$ cat src/rtl/lampball_pkg.sv
// lampball_pkg: shared types and constants for the 8-lamp handball sequencer.
//   - state_t  : game sequencer states
//   - side_t   : identifies a player / board end (left = bit7, right = bit0)
//   - SEL_*    : shift register mode codes
//   - LAMP_* / WIN_*_PATTERN : lamp images loaded into the shift register
package lampball_pkg;

    typedef enum logic [2:0] {
        ST_IDLE,
        ST_SERVE,
        ST_MOVE,
        ST_POINT,
        ST_OVER
    } state_t;

    // Encoding doubles as the index into the two-bit button/score vectors.
    typedef enum logic {
        SIDE_LEFT  = 1'b0,
        SIDE_RIGHT = 1'b1
    } side_t;

    localparam logic [1:0] SEL_HOLD  = 2'b00;
    localparam logic [1:0] SEL_RIGHT = 2'b01;
    localparam logic [1:0] SEL_LEFT  = 2'b10;
    localparam logic [1:0] SEL_LOAD  = 2'b11;

    localparam logic [7:0] LAMP_DARK     = 8'h00;
    localparam logic [7:0] LAMP_LEFT     = 8'h80;
    localparam logic [7:0] LAMP_RIGHT    = 8'h01;
    localparam logic [7:0] WIN_L_PATTERN = 8'hF0;
    localparam logic [7:0] WIN_R_PATTERN = 8'h0F;

    function automatic side_t other_side(input side_t s);
        return (s == SIDE_LEFT) ? SIDE_RIGHT : SIDE_LEFT;
    endfunction

    // Lamp that is lit when the ball sits at the given player's end.
    function automatic logic [7:0] end_lamp(input side_t s);
        return (s == SIDE_LEFT) ? LAMP_LEFT : LAMP_RIGHT;
    endfunction

endpackage

$ cat src/rtl/lampball_ctrl_btn_edge.sv
// btn_edge: registered rising-edge detector for one debounced button.
//   clk   : system clock
//   srst  : synchronous active-high clear (history and output)
//   btn   : button level, already synchronous to clk
//   press : one-cycle pulse, the cycle after btn was first seen high
module btn_edge (
    input  logic clk,
    input  logic srst,
    input  logic btn,
    output logic press
);

    logic btn_prev_reg;
    logic press_reg;

    always_ff @(posedge clk) begin
        if (srst) begin
            btn_prev_reg <= 1'b0;
            press_reg    <= 1'b0;
        end else begin
            btn_prev_reg <= btn;
            press_reg    <= btn & ~btn_prev_reg;
        end
    end

    assign press = press_reg;

endmodule

$ cat src/rtl/lampball_ctrl.sv
// lampball_ctrl: game sequencer for the 8-lamp handball board.
//   CK, CLEAR      : clock, synchronous active-high reset
//   TICK           : ball-speed strobe (pulses >= 4 cycles apart)
//   START          : starts a game from IDLE or OVER
//   BTN_L, BTN_R   : debounced player buttons (levels)
//   SROUT          : shift register contents (bit7 = left lamp)
//   SEL, SRIN      : shift register mode and parallel-load value
//   SIL, SIR       : serial inputs, always 0 so shifted-out lamps go dark
//   SCORE_L/R      : player scores, saturating at WIN_SCORE
//   GAME_OVER      : high while a finished game is displayed
module lampball_ctrl
    import lampball_pkg::*;
#(
    parameter int WIN_SCORE = 9,
    parameter int SW        = 4
) (
    input  logic          CK,
    input  logic          CLEAR,
    input  logic          TICK,
    input  logic          START,
    input  logic          BTN_L,
    input  logic          BTN_R,
    input  logic [7:0]    SROUT,
    output logic [1:0]    SEL,
    output logic [7:0]    SRIN,
    output logic          SIL,
    output logic          SIR,
    output logic [SW-1:0] SCORE_L,
    output logic [SW-1:0] SCORE_R,
    output logic          GAME_OVER
);

    localparam logic [SW-1:0] WIN = SW'(WIN_SCORE);

    // Button edge detectors, indexed by side_t (0 = left, 1 = right).
    logic [1:0] btn_bus;
    logic [1:0] press;

    assign btn_bus = {BTN_R, BTN_L};

    generate
        for (genvar gi = 0; gi < 2; gi++) begin : g_btn
            btn_edge u_edge (
                .clk   (CK),
                .srst  (CLEAR),
                .btn   (btn_bus[gi]),
                .press (press[gi])
            );
        end
    endgenerate

    // The rally direction is held as the receiving side: receiver right
    // means the ball travels toward bit0.
    state_t               state_reg,     state_next;
    side_t                server_reg,    server_next;
    side_t                rcv_reg,       rcv_next;
    side_t                scorer_reg,    scorer_next;
    logic [1:0][SW-1:0]   score_reg,     score_next;
    logic [1:0]           sel_reg,       sel_next;
    logic [7:0]           srin_reg,      srin_next;
    logic                 game_over_reg, game_over_next;

    logic                 shift_now;
    logic [SW-1:0]        score_inc;

    always_ff @(posedge CK) begin
        if (CLEAR) begin
            state_reg     <= ST_IDLE;
            server_reg    <= SIDE_LEFT;
            rcv_reg       <= SIDE_RIGHT;
            scorer_reg    <= SIDE_LEFT;
            score_reg     <= '0;
            sel_reg       <= SEL_LOAD;
            srin_reg      <= LAMP_DARK;
            game_over_reg <= 1'b0;
        end else begin
            state_reg     <= state_next;
            server_reg    <= server_next;
            rcv_reg       <= rcv_next;
            scorer_reg    <= scorer_next;
            score_reg     <= score_next;
            sel_reg       <= sel_next;
            srin_reg      <= srin_next;
            game_over_reg <= game_over_next;
        end
    end

    // Next-state logic.
    always_comb begin
        state_next  = state_reg;
        server_next = server_reg;
        rcv_next    = rcv_reg;
        scorer_next = scorer_reg;
        score_next  = score_reg;
        shift_now   = 1'b0;
        score_inc   = score_reg[scorer_reg];

        case (state_reg)
            ST_IDLE: begin
                if (START) begin
                    state_next = ST_SERVE;
                end
            end

            ST_SERVE: begin
                if (press[server_reg]) begin
                    state_next = ST_MOVE;
                    rcv_next   = other_side(server_reg);
                end
            end

            ST_MOVE: begin
                if (SROUT == LAMP_DARK) begin
                    // Ball lost from the board: abandon the rally.
                    state_next = ST_IDLE;
                end else if (press[rcv_reg]) begin
                    // A press outranks a coincident TICK.
                    if (SROUT == end_lamp(rcv_reg)) begin
                        rcv_next = other_side(rcv_reg);
                    end else begin
                        scorer_next = other_side(rcv_reg);
                        state_next  = ST_POINT;
                    end
                end else if (TICK) begin
                    if (SROUT == end_lamp(rcv_reg)) begin
                        scorer_next = other_side(rcv_reg);
                        state_next  = ST_POINT;
                    end else begin
                        shift_now = 1'b1;
                    end
                end
            end

            ST_POINT: begin
                if (score_reg[scorer_reg] < WIN) begin
                    score_inc = score_reg[scorer_reg] + SW'(1);
                end
                score_next[scorer_reg] = score_inc;
                server_next            = other_side(scorer_reg);
                state_next             = (score_inc == WIN) ? ST_OVER : ST_SERVE;
            end

            ST_OVER: begin
                if (START) begin
                    score_next  = '0;
                    server_next = SIDE_LEFT;
                    state_next  = ST_SERVE;
                end
            end

            default: begin
                state_next = ST_IDLE;
            end
        endcase
    end

    // Registered outputs are decoded from the next state so they line up
    // with the state they describe.
    always_comb begin
        sel_next       = SEL_LOAD;
        srin_next      = LAMP_DARK;
        game_over_next = 1'b0;

        case (state_next)
            ST_SERVE: begin
                srin_next = end_lamp(server_next);
            end
            ST_MOVE: begin
                if (shift_now) begin
                    sel_next = (rcv_reg == SIDE_RIGHT) ? SEL_RIGHT : SEL_LEFT;
                end else begin
                    sel_next = SEL_HOLD;
                end
            end
            ST_OVER: begin
                game_over_next = 1'b1;
                srin_next      = (score_next[SIDE_LEFT] == WIN) ? WIN_L_PATTERN
                                                                : WIN_R_PATTERN;
            end
            default: begin
                srin_next = LAMP_DARK;
            end
        endcase
    end

    assign SEL       = sel_reg;
    assign SRIN      = srin_reg;
    assign SIL       = 1'b0;
    assign SIR       = 1'b0;
    assign SCORE_L   = score_reg[SIDE_LEFT];
    assign SCORE_R   = score_reg[SIDE_RIGHT];
    assign GAME_OVER = game_over_reg;

endmodule

$ cat config.mk
export PLATFORM = sky130hd
export DESIGN_NAME = lampball_ctrl
export DESIGN_NICKNAME = d
export VERILOG_FILES = /design/src/rtl/lampball_pkg.sv /design/src/rtl/lampball_ctrl_btn_edge.sv /design/src/rtl/lampball_ctrl.sv
export SDC_FILE = /design/constraint.sdc
export NUM_CORES = 1
export LEC_CHECK = 0
export ABC_AREA = 0
export BUFFER_PORTS_ARGS = -buffer_cell sky130_fd_sc_hd__buf_4
export CAP_MARGIN = 25
export CORE_MARGIN = 2
export CORE_UTILIZATION = 45
export CTS_CLUSTER_SIZE = 40
export DETAILED_ROUTE_END_ITERATION = 8
export GPL_TIMING_DRIVEN = 0
export PLACE_DENSITY_LB_ADDON = 0.08
export SYNTH_ARGS = -nofsm -noshare
export SYNTH_HDL_FRONTEND = slang
export SYNTH_SLANG_ARGS = --single-unit
$ cat constraint.sdc
create_clock -name CK -period 5.8 [get_ports CK]
set_input_delay 1.45 -clock CK [delete_from_list [all_inputs] [get_ports CK]]
set_output_delay 1.45 -clock CK [all_outputs]
set_load 0.02 [all_outputs]
Word level (Yosys, flattened, before mapping). Index checks and enable logic that the tools add are counted.

Register bits: 29. Input bits: 14.

$add $sub $neg: 1. $lt $le $gt $ge: 5. Equality and inequality tests: 16. Multiplexer cells: 47. Bitwise logic cells: 6. Reduce and logical (&&, ||, !) cells: 12.

Operators by type and width (number): $mux 8 (4); $pmux 8 s2 (2); $mux 3 (8); $mux 1 (21); $mux 4 (5); $ne 2x2->1 const B (6); $pmux 3 s4 (1); $reduce_and 5->1 (2); $eq 3x2->1 const B (3); $bwmux 8 (1); $eq 4x4->1 const B (2); $eq 8x8->1 (1); $logic_not 8->1 (1); $reduce_bool 2->1 (4); $eq 3x1->1 const B (2); $eq 3x3->1 const B (2); $lt 1x2->1 const B (3); $add 4x1->4 const B (1); $demux 4 s1 (1); $lt 4x4->1 const B (1); $mux 2 (2); $not 1->1 (4); $pmux 1 s2 (2); $reduce_or 2->1 (2); other kinds (5) (6).

Logic depth before layout (Yosys ltp). Gate-level depths: netlist (run 1).

Depth in word-level cells: 11. Mapped depth: 8. Gate-level depth less buffers: 7.

Cells and area by module. From an unflattened synthesis (run 1), not the netlist that was laid out.

Cell total of the unflattened synthesis: 155. Area total of the unflattened synthesis: 1397.6 um^2.

Modules (own cells, without submodules): lampball_ctrl (instances 1, cells each 147, area each 1280.0 um^2, seq. area each 420.4 um^2); btn_edge (instances 2, cells each 4, area each 58.8 um^2, seq. area each 40.0 um^2).

Worst setup path after synthesis (run 1). No wires, ideal clock.

Path kind: in2reg. From: input SROUT[1]. To: register rcv_reg. Setup time: 0.062 ns. Arrival time: 3.090 ns. Required time: 5.738 ns. Setup slack: 2.648 ns. Stages: 5. Buffers on the path: 0. Cells stage by stage: or4_1 -> a2111o_1 -> o32a_1 -> a2111o_1 -> nand3_1.

Word-level cells in the longest chain between the ends: 3.

RTL lines: start: declaration (line lampball_ctrl.sv:23) `input logic [7:0] SROUT,`; $eq 8x8->1 / $logic_not 8->1 (equally long branches) (line lampball_ctrl.sv:118, lampball_ctrl.sv:113); $ne 2x2->1 (no source line); $reduce_and 5->1 (no source line) *; end signal: assignment (line lampball_ctrl.sv:79) `rcv_reg <= rcv_next;`; end: declaration (line lampball_ctrl.sv:56) `side_t rcv_reg, rcv_next;`.

Mark *: on every way between the ends. The rest lies on a longest branch, timed or not. A chain may end at the register's enable or synchronous reset.

Worst setup path in the final report (run 1).
From: input SROUT[1]. To: register srin_reg[0] (netlist: SRIN[0]).

Word-level cells in the longest chain between the ends: 8.

RTL lines: $eq 8x8->1 (line lampball_ctrl.sv:118, lampball_ctrl.sv:125); $mux 3 (line lampball_ctrl.sv:125) `if (SROUT == end_lamp(rcv_reg)) begin`; $mux 3 (line lampball_ctrl.sv:124) `end else if (TICK) begin`; $mux 3 (line lampball_ctrl.sv:116) `end else if (press[rcv_reg]) begin`; $mux 3 * (line lampball_ctrl.sv:113) `if (SROUT == LAMP_DARK) begin`; $pmux 3 s4 * (line lampball_ctrl.sv:98) `case (state_reg)`; $eq 3x3->1 / $eq 3x1->1 (equally long branches) (line lampball_ctrl.sv:164) `case (state_next)`; $pmux 8 s2 * (line lampball_ctrl.sv:164); end signal: assignment (line lampball_ctrl.sv:83) `srin_reg <= srin_next;`; end: declaration (line lampball_ctrl.sv:60) `logic [7:0] srin_reg, srin_next;`.

Marked as above.

==> qor.yml, run 1 <==
outcome:
  status: "complete, no violations"
min_path:
  hold_path_class: "flop to flop"
timing:
  setup_viol: 0
  fin_crit_ns: 3.137
  max_freq_mhz: 318.7
  rsz0062_at_grt: "no"
  finalHoldViolations: 0
  skew_ns: 0.003711
  fin_ws_ns: 2.663
  finalCritPeriodShare: 0.5409
  max-slew-margin-rel: 0.6214
  drv_slew: 0
  worst_pin_slew_ns: 0.5608
  fin_setup_tns_ns: 0
logic_synthesis:
  synth-edff-count: 0
  synth_top_cell_by_area: "dfxtp_1"
  synth_common_cells: "dfxtp_1 (25), nor2_1 (16), nand2_1 (7), nand2b_1 (7), nor2b_1 (7)"
  syn_inst: 154
  async_flop_share: 0
  netlist.area_leader.share: 0.3735
  ys_seq_elements: 25
  synth.distinct_cells: 49
  synth.most_common_cell: "dfxtp_1"
  synth_area_um2: 1340
  syn-mean-instance-area_um2: 8.702
  yosysWarningCount: 0
  ys_seq_area_frac: 0.3735
  ys.flop_type: "dfxtp_1"
  synthTopCellsByArea: "dfxtp_1 (37%), mux2i_1 (4.5%), nor2_1 (4.5%)"
worst_setup_path:
  path_max_fanout: 5
  critPathCaptureType: "flop"
  required_ns: 6.01
  r2r_cells: 8
  crit_end: "SRIN[0]$_SDFF_PP0_"
  rr_endpoint: "SRIN[0]$_SDFF_PP0_"
  startpoint_type: "primary input"
  crit_arrival_ns: 3.35
  crit_start: "SROUT[1]"
  ff2ff_setup_slack_ns: 3.10
  crit_type: "primary input to flop"
  r2r-start: "scorer_reg$_SDFFE_PP0P_"
job:
  cap_viol_max_count: 0
global_route:
  grt_pass1_wl_um: 4781
  grt_max_degree: 17
  antenna_found_initial: 0
  grt_pass1_vias: 1089
  gr-total-overflow: 0
  grt_usage: 0.1790
clock_tree:
  clock_latency_ns: 0.33
  cts_buffer_depth: 2
  clkSlewWorstSetupHoldPaths_ns: 0.15
  cts_resized: 0
  cts-hold-fix-buffers: 0
  cts_setup_buffers: 0
  cts.sinks: 25
  cts_tree: "yes"
  numCtsBuffers: 3
  clock-root-buffer: "clkbuf_4"
  htreeDepth: 1
final_layout:
  area_delta_synth_final_pct: 22.88
  antenna_cells: 0
  drive_above_1_share: 0.2368
  nets: 207
placed_design:
  place_ws_ns: 2.303
  dp_hpwl_um: 2197
  portBuffers: 31
  gp_congestion: 0.8447
detailed_routing:
  dr_wl_met2_um: 1334
  vias_per_cell: 5.706
  vias: 1261
  ant_nets: 0
  drt_iter0_drc: 56
  routed-wl-met3_um: 157
  highest_layer: "met4"
  first_pass_iters: 4
  wl_um: 2960
  drcViolationCount: 0
  wire_per_inst_um: 13.39
  wirelength_met1_um: 1445
floorplanning:
  start_util: 0.4818
  core_um2: 2781
  io_pins: 35
  dieArea_um2: 3430
  fp.dieW_um: 58.57
  num_rows: 19
  die_h_um: 58.57
pwr:
  p_leak_nw: 0.6546
  powerDensity_nw_per_um2: 181.1
  irDropWorstVdd_v: 0.0001521
worst max-delay path: stages:
cell      delay (ns)
buf_4           0.10
or4_1           0.60
nor4_1          0.27
o22ai_1         0.17
o311ai_0        0.56
o32ai_1         0.19
placed cells by master (no fill, tap or decap), types with 2 or more instances in the layout:
master / n
inv_1: 5
clkbuf_4: 3
o311ai_0: 2
conb_1: 2
nand3_1: 3
nand2b_1: 7
nor2b_1: 7
ha_1: 2
o32ai_1: 3
nand2_1: 7
or3_1: 2
a21oi_1: 6
nand3b_1: 3
nor3b_1: 2
or4_1: 2
a211oi_1: 2
mux2_2: 2
buf_4: 37
o21ai_0: 4
nand4_1: 2
nand4bb_1: 2
nor4_1: 2
nor2_1: 16
nor3_1: 5
mux2i_1: 6
dfxtp_1: 25
and2_1: 3
a2111o_1: 2
clkbuf_1: 4
how the worst min path moves through the flow:
stage	startpoint	to	slack, ns	depth (start not counted)
6_report	g_btn[0].u_edge.btn_prev_reg$_SDFF_PP0_	g_btn[0].u_edge.press$_SDFF_PP0_	0.39	1
5_1_grt	g_btn[1].u_edge.btn_prev_reg$_SDFF_PP0_	g_btn[1].u_edge.press$_SDFF_PP0_	0.40	1
4_1_cts	g_btn[0].u_edge.btn_prev_reg$_SDFF_PP0_	g_btn[0].u_edge.press$_SDFF_PP0_	0.39	1
3_5_place_dp	g_btn[0].u_edge.btn_prev_reg$_SDFF_PP0_	g_btn[0].u_edge.press$_SDFF_PP0_	0.37	1
3_3_place_gp	g_btn[0].u_edge.btn_prev_reg$_SDFF_PP0_	g_btn[0].u_edge.press$_SDFF_PP0_	0.37	1
2_1_floorplan	g_btn[0].u_edge.btn_prev_reg$_SDFF_PP0_	g_btn[0].u_edge.press$_SDFF_PP0_	0.37	1
layout make-up:
type	count	area, µm²
inverters	5	18.77
plain buffers	13	80.08
flip-flops and latches	25	500.5
fillers	257	1135
clock buffers	3	22.52
well taps	31	38.79
repair buffers	31	232.7
multi-input cells	112	744.5
clock inverters	1	8.758
where the power goes:
part / internal, W / switching (W)
sequential: 0.000176 / 0.00000198
combinational: 0.0000154 / 0.0000175
clock: 0.0000282 / 0.0000594
total: 0.000219 / 0.0000788
routing by layer:
metal	vias to the layer above	GRT usage
met1	581	0.2521
met5	-	0
met2	44	0.2873
li1	632	-
met4	0	0.05844
met3	4	0.01978
cells by family after synthesis:
| group | after synthesis | synth area share |
|---|---|---|
| adders and majority gates | 2 | 0.01867 |
| DFF | 25 | 0.3735 |
| muxes | 8 | 0.06163 |
| and+or+nand+nor | 66 | 0.2782 |
| AOI/OAI and AO/OA | 34 | 0.1914 |
| other | 1 | 0.002798 |
| buffers and inverters | 18 | 0.07375 |
through the flow:
stage	hold slack, ns	cells	area (µm²)	util	total power, W
finish	0.3917	221	1647	0.5920	0.0002981
global route	0.3991	221	1647	0.5920	0.0003096
CTS	0.3937	221	1647	0.5920	0.0003015
detailed placement	0.3730	217	1615	0.5807	0.0002137
global placement	0.3711	217	1615	0.5807	0.0002128
floorplan	0.3674	155	1344	-	0.0002002
(Power assumes the default switching activity.)
==> run 2: changes to the inputs <==
--- a/config.mk
+++ b/config.mk
@@ -5,7 +5,7 @@
 export SDC_FILE = /design/constraint.sdc
 export NUM_CORES = 1
 export LEC_CHECK = 0
-export ABC_AREA = 0
+export ABC_AREA = 1
 export BUFFER_PORTS_ARGS = -buffer_cell sky130_fd_sc_hd__buf_4
 export CAP_MARGIN = 25
 export CORE_MARGIN = 2
==> constraint.sdc (replaced) <==
create_clock -name CK -period 3.1 [get_ports CK]
set_input_delay 0.775 -clock CK [delete_from_list [all_inputs] [get_ports CK]]
set_output_delay 0.775 -clock CK [all_outputs]
set_load 0.02 [all_outputs]
==> qor.yml, run 2 <==
placed_design:
  placed_area_um2: 1677
  gp_congestion: 0.8476
  dp_hpwl_um: 2255
  portBuffers: 31
floorplanning:
  core_um2: 3003
  io_pins: 35
  start_util: 0.4658
  fp.dieW_um: 59.76
  die_h_um: 59.76
  num_rows: 20
  dieArea_um2: 3571
logic_synthesis:
  yosysWarningCount: 0
  synth_common_cells: "nand2_1 (58), inv_1 (32), dfxtp_1 (25)"
  ys_seq_elements: 25
  syn_inst: 208
  synth-edff-count: 0
  synthTopCellsByArea: "dfxtp_1 (36%), nand2_1 (16%), inv_1 (8.6%)"
  async_flop_share: 0
  ys_seq_area_frac: 0.3578
  ys.flop_type: "dfxtp_1"
  synth_area_um2: 1399
  syn-mean-instance-area_um2: 6.725
  netlist.area_leader.share: 0.3578
  synth_top_cell_by_area: "dfxtp_1"
  synth.most_common_cell: "nand2_1"
  synth.distinct_cells: 28
min_path:
  whs_path_depth: 1
  hold_path_class: "flop to flop"
final_layout:
  drive_above_1_share: 0.2623
  antenna_cells: 0
  postLayoutCellArea_um2: 1707
  final_common_cell: "nand2_1"
  nets: 261
  final_cell_mix: "nand2_1 (58), buf_4 (37), inv_1 (32)"
  area_delta_synth_final_pct: 22.00
worst_setup_path:
  r2r_cells: 15
  rr_endpoint: "SEL[1]$_SDFF_PP1_"
  crit_type: "flop to flop"
  path_max_fanout: 8
  ff2ff_setup_slack_ns: 1.15
  crit_arrival_ns: 2.18
  crit_end: "SEL[1]$_SDFF_PP1_"
  required_ns: 3.33
  crit_start: "scorer_reg$_SDFFE_PP0P_"
  critPathCaptureType: "flop"
  startpoint_type: "flop"
  r2r-start: "scorer_reg$_SDFFE_PP0P_"
timing:
  rsz0062_at_grt: "no"
  setup_viol: 0
  drv_slew: 0
  skew_ns: 0.01268
  fin_setup_tns_ns: 0
  max_freq_mhz: 513.1
  finalHoldViolations: 0
  finalCritPeriodShare: 0.6287
  fin_crit_ns: 1.949
clock_tree:
  clkSlewWorstSetupHoldPaths_ns: 0.14
  numCtsBuffers: 3
  cts_resized: 0
  cts.sinks: 25
  cts_setup_buffers: 0
  clock-root-buffer: "clkbuf_4"
  htreeDepth: 1
  cts_buffer_depth: 2
  clock_latency_ns: 0.32
  cts-hold-fix-buffers: 0
  cts_tree: "yes"
global_route:
  grt_max_degree: 16
  grt_pass1_vias: 1186
  grt_pass1_wl_um: 4788
  antenna_found_initial: 0
  gr-total-overflow: 0
  grt_usage: 0.1714
detailed_routing:
  vias_per_cell: 4.744
  ant_nets: 0
  vias: 1314
  first_pass_iters: 4
  wire_per_inst_um: 9.791
  wl_um: 2712
  drcViolationCount: 0
  drt_iter0_drc: 21
pwr:
  irDropWorstVdd_v: 0.0001920
  powerDensity_nw_per_um2: 323.4
  p_leak_nw: 0.8641
job:
  cap_viol_max_count: 0
outcome:
  status: "complete, no violations"
==> run 2: worst min path at each step <==
stage	end	startpoint	slack (ns)
after floorplan	g_btn[0].u_edge.press$_SDFF_PP0_	g_btn[0].u_edge.btn_prev_reg$_SDFF_PP0_	0.37
after global placement	g_btn[1].u_edge.press$_SDFF_PP0_	g_btn[1].u_edge.btn_prev_reg$_SDFF_PP0_	0.38
after detailed placement	g_btn[1].u_edge.press$_SDFF_PP0_	g_btn[1].u_edge.btn_prev_reg$_SDFF_PP0_	0.38
after CTS	g_btn[1].u_edge.press$_SDFF_PP0_	g_btn[1].u_edge.btn_prev_reg$_SDFF_PP0_	0.40
after global routing	g_btn[0].u_edge.press$_SDFF_PP0_	g_btn[0].u_edge.btn_prev_reg$_SDFF_PP0_	0.43
final	g_btn[1].u_edge.press$_SDFF_PP0_	g_btn[1].u_edge.btn_prev_reg$_SDFF_PP0_	0.40
==> run 2: cell type report <==
| class | instances | area, µm² |
|---|---|---|
| Inverter | 34 | 132.6 |
| Tap cell | 33 | 41.29 |
| Multi-Input combinational cell | 141 | 705.7 |
| Clock inverter | 1 | 7.507 |
| Clock buffer | 3 | 22.52 |
| Sequential cell | 25 | 500.5 |
| Timing Repair Buffer | 31 | 232.7 |
| Buffer | 9 | 63.81 |
| Fill cell | 307 | 1296 |
==> run 2: logic make-up after synthesis <==
family,count (synthesis),synth area share
AND/OR/NAND/NOR,117,0.3980
adder cells (fa/ha/maj),2,0.01789
flip-flops,25,0.3578
AO/OA/AOI/OAI,20,0.08319
buffers and inverters,43,0.1404
other,1,0.002681
==> run 2: through the flow <==
stage                     instances  hold slack [ns]  worst slack (ns)  total power, W    util
after global placement          273           0.3761            0.9775       0.0004128  0.5583
after CTS                       277           0.3996             1.137       0.0005597  0.5683
after floorplan                 209           0.3728             1.255       0.0003883       -
after global routing            277           0.4317            0.9790       0.0005833  0.5683
after detailed placement        273           0.3814            0.9490       0.0004130  0.5583
final                           277           0.3973             1.151       0.0005519  0.5683
==> run 2: power by group <==
part           switching, W  total [W]  leakage [nW]  internal, W
Combinational     0.0000416  0.0000713         0.647    0.0000298
Sequential       0.00000470   0.000335         0.203     0.000330
Clock             0.0000967   0.000146        0.0139    0.0000493
==> run 2: critical path: stages (launching register included) <==
cell and delay [ns]:
dfxtp_1 0.34, buf_6 0.15, inv_6 0.06, nand2_1 0.07, nand2_2 0.07, inv_1 0.08
ha_1 0.20, nand3_4 0.10, nand2_2 0.09, nand2_1 0.10, nand2_1 0.09, nand2_2 0.07
o21ai_2 0.14, nand2_2 0.08, nor3_2 0.14, nand2_1 0.07
==> run 2: layer usage <==
metal | share of wire | GRT usage | wire length [µm]
met3 | 0.045 | 0.02597 | 121
met2 | 0.47 | 0.2842 | 1262
met5 | 0 | 0 | 0
met1 | 0.48 | 0.2264 | 1298
met4 | 0.011 | 0.05714 | 29
==> run 3: changes to the inputs <==
==> constraint.sdc (replaced) <==
create_clock -name CK -period 1.6 [get_ports CK]
set_input_delay 0.4 -clock CK [delete_from_list [all_inputs] [get_ports CK]]
set_output_delay 0.4 -clock CK [all_outputs]
set_load 0.02 [all_outputs]
==> qor.yml, run 3 (same netlist as run 2, synthesis figures left out) <==
outcome:
  status: "finished with violations"
  violations: "negative setup slack"
detailed_routing:
  ant_nets: 0
  wl_um: 3146
  wire_per_inst_um: 10.89
  first_pass_iters: 5
  vias: 1398
  drt_iter0_drc: 58
  drcViolationCount: 0
  vias_per_cell: 4.837
timing:
  skew_ns: 0.001851
  rsz0062_at_grt: "yes"
  max_freq_mhz: 550.5
  drv_slew: 0
  setup_viol: 9
  finalCritPeriodShare: 1.135
  fin_crit_ns: 1.817
  fin_ws_ns: -0.2167
  fin_setup_tns_ns: -1.513
  finalHoldViolations: 0
  timing.hold.ws_ns: 0.2904
worst_setup_path:
  slowest_stage: "dfxtp_4"
  startpoint_type: "flop"
  critical_path.most_common_cell: "nand2_2"
  critPathMaxStageDelay_ns: 0.41
  crit_arrival_ns: 2.10
  cp_cell_sequence: "inv_8 -> nand2_4 -> nand2_4 -> inv_4 -> ha_4 -> nand3b_1 -> nand2_2 -> nand2_2 -> buf_6 -> nor2_4 -> nand2_1 -> nand2_2 -> nand2_2 -> buf_4 -> inv_2"
  path_max_fanout: 5
  critPathTopFamily: "simple AND/OR/NAND/NOR gates"
  crit_type: "flop to flop"
  crit_buf_inv: 5
  critPathCaptureType: "flop"
  required_ns: 1.88
clock_tree:
  numCtsBuffers: 3
  cts_buffer_depth: 2
  cts-hold-fix-buffers: 0
  clkSlewWorstSetupHoldPaths_ns: 0.13
  cts.sinks: 25
  htreeDepth: 1
  cts_tree: "yes"
  clock_latency_ns: 0.32
  clock-root-buffer: "clkbuf_4"
pwr:
  irDropWorstVdd_v: 0.0004006
  powerDensity_nw_per_um2: 569.8
  p_leak_nw: 0.9555
floorplanning:
  num_rows: 20
  fp.dieW_um: 59.76
  core_um2: 3003
  dieArea_um2: 3571
  die_h_um: 59.76
  io_pins: 35
  start_util: 0.4658
final_layout:
  final_cell_mix: "nand2_1 (52), buf_4 (49), inv_1 (29)"
  final_common_cell: "nand2_1"
  nets: 273
  multi_input_area_um2: 783.3
  area_delta_synth_final_pct: 34.70
  drive_above_1_share: 0.3516
  antenna_cells: 0
  nFillCells: 305
  seqCellArea_um2: 506.7
min_path:
  hold_path_class: "primary input to flop"
global_route:
  antenna_found_initial: 0
  grt_usage: 0.1860
  gr-total-overflow: 0
  grt_max_degree: 14
  grt_pass1_wl_um: 5057
  grt_pass1_vias: 1229
placed_design:
  portBuffers: 31
  dp_hpwl_um: 2294
  gp_congestion: 0.8676
job:
  cap_viol_max_count: 0
## run 3: report_power, final
group	internal (W)	switching [W]
clock	0.0000976	0.000185
combinational	0.0000604	0.0000827
sequential	0.000638	0.0000102
## run 3: per-stage QoR
step	cells	power, W	util	setup WS, ns	cell area [µm²]
2_1_floorplan	209	0.0007532	-	-0.07394	1426
3_3_place_gp	273	0.0008008	0.5663	-0.2557	1700
3_5_place_dp	273	0.0008013	0.5663	-0.2441	1700
4_1_cts	287	0.001076	0.6121	-0.2282	1838
5_1_grt	289	0.001121	0.6275	-0.3585	1884
6_report	289	0.001074	0.6275	-0.2167	1884
## run 3: final timing paths
kind / depth (start not counted) / end / slack [ns] / start
setup / recovery: 15 / GAME_OVER$_SDFF_PP0_ / -0.22 / scorer_reg$_SDFFE_PP0P_
hold / removal: 3 / g_btn[0].u_edge.btn_prev_reg$_SDFF_PP0_ / 0.29 / BTN_L
setup reg to reg: 15 / GAME_OVER$_SDFF_PP0_ / -0.22 / scorer_reg$_SDFFE_PP0P_
hold reg to reg: 1 / g_btn[1].u_edge.press$_SDFF_PP0_ / 0.40 / g_btn[1].u_edge.btn_prev_reg$_SDFF_PP0_
## run 3: final cells by class
class / count / share of cell area
Buffer: 8 / 0.02789
Clock buffer: 4 / 0.01394
Inverter: 34 / 0.07437
Multi-Input combinational cell: 141 / 0.4157
Sequential cell: 25 / 0.2689
Tap cell: 33 / 0.02191
Timing Repair Buffer: 44 / 0.1773
## run 3: timing repair
| item | CTS | global route |
|---|---|---|
| setup buffers | 10 | 3 |
| setup endpoints to repair | 9 | 13 |
| pin swaps | 12 | 10 |
| resized for setup | 11 | 10 |
## run 3: worst min-delay path: stages
cell and delay [ns]:
buf_4 0.07, inv_1 0.04, nor2_1 0.07
## run 3: layer usage
metal | vias to the layer above | global-route usage | wire length, µm
li1 | 737 | - | -
met1 | 619 | 0.2244 | 1357
met2 | 36 | 0.3245 | 1578
met3 | 6 | 0.03247 | 151
met4 | 0 | 0.07302 | 59
met5 | - | 0 | 0
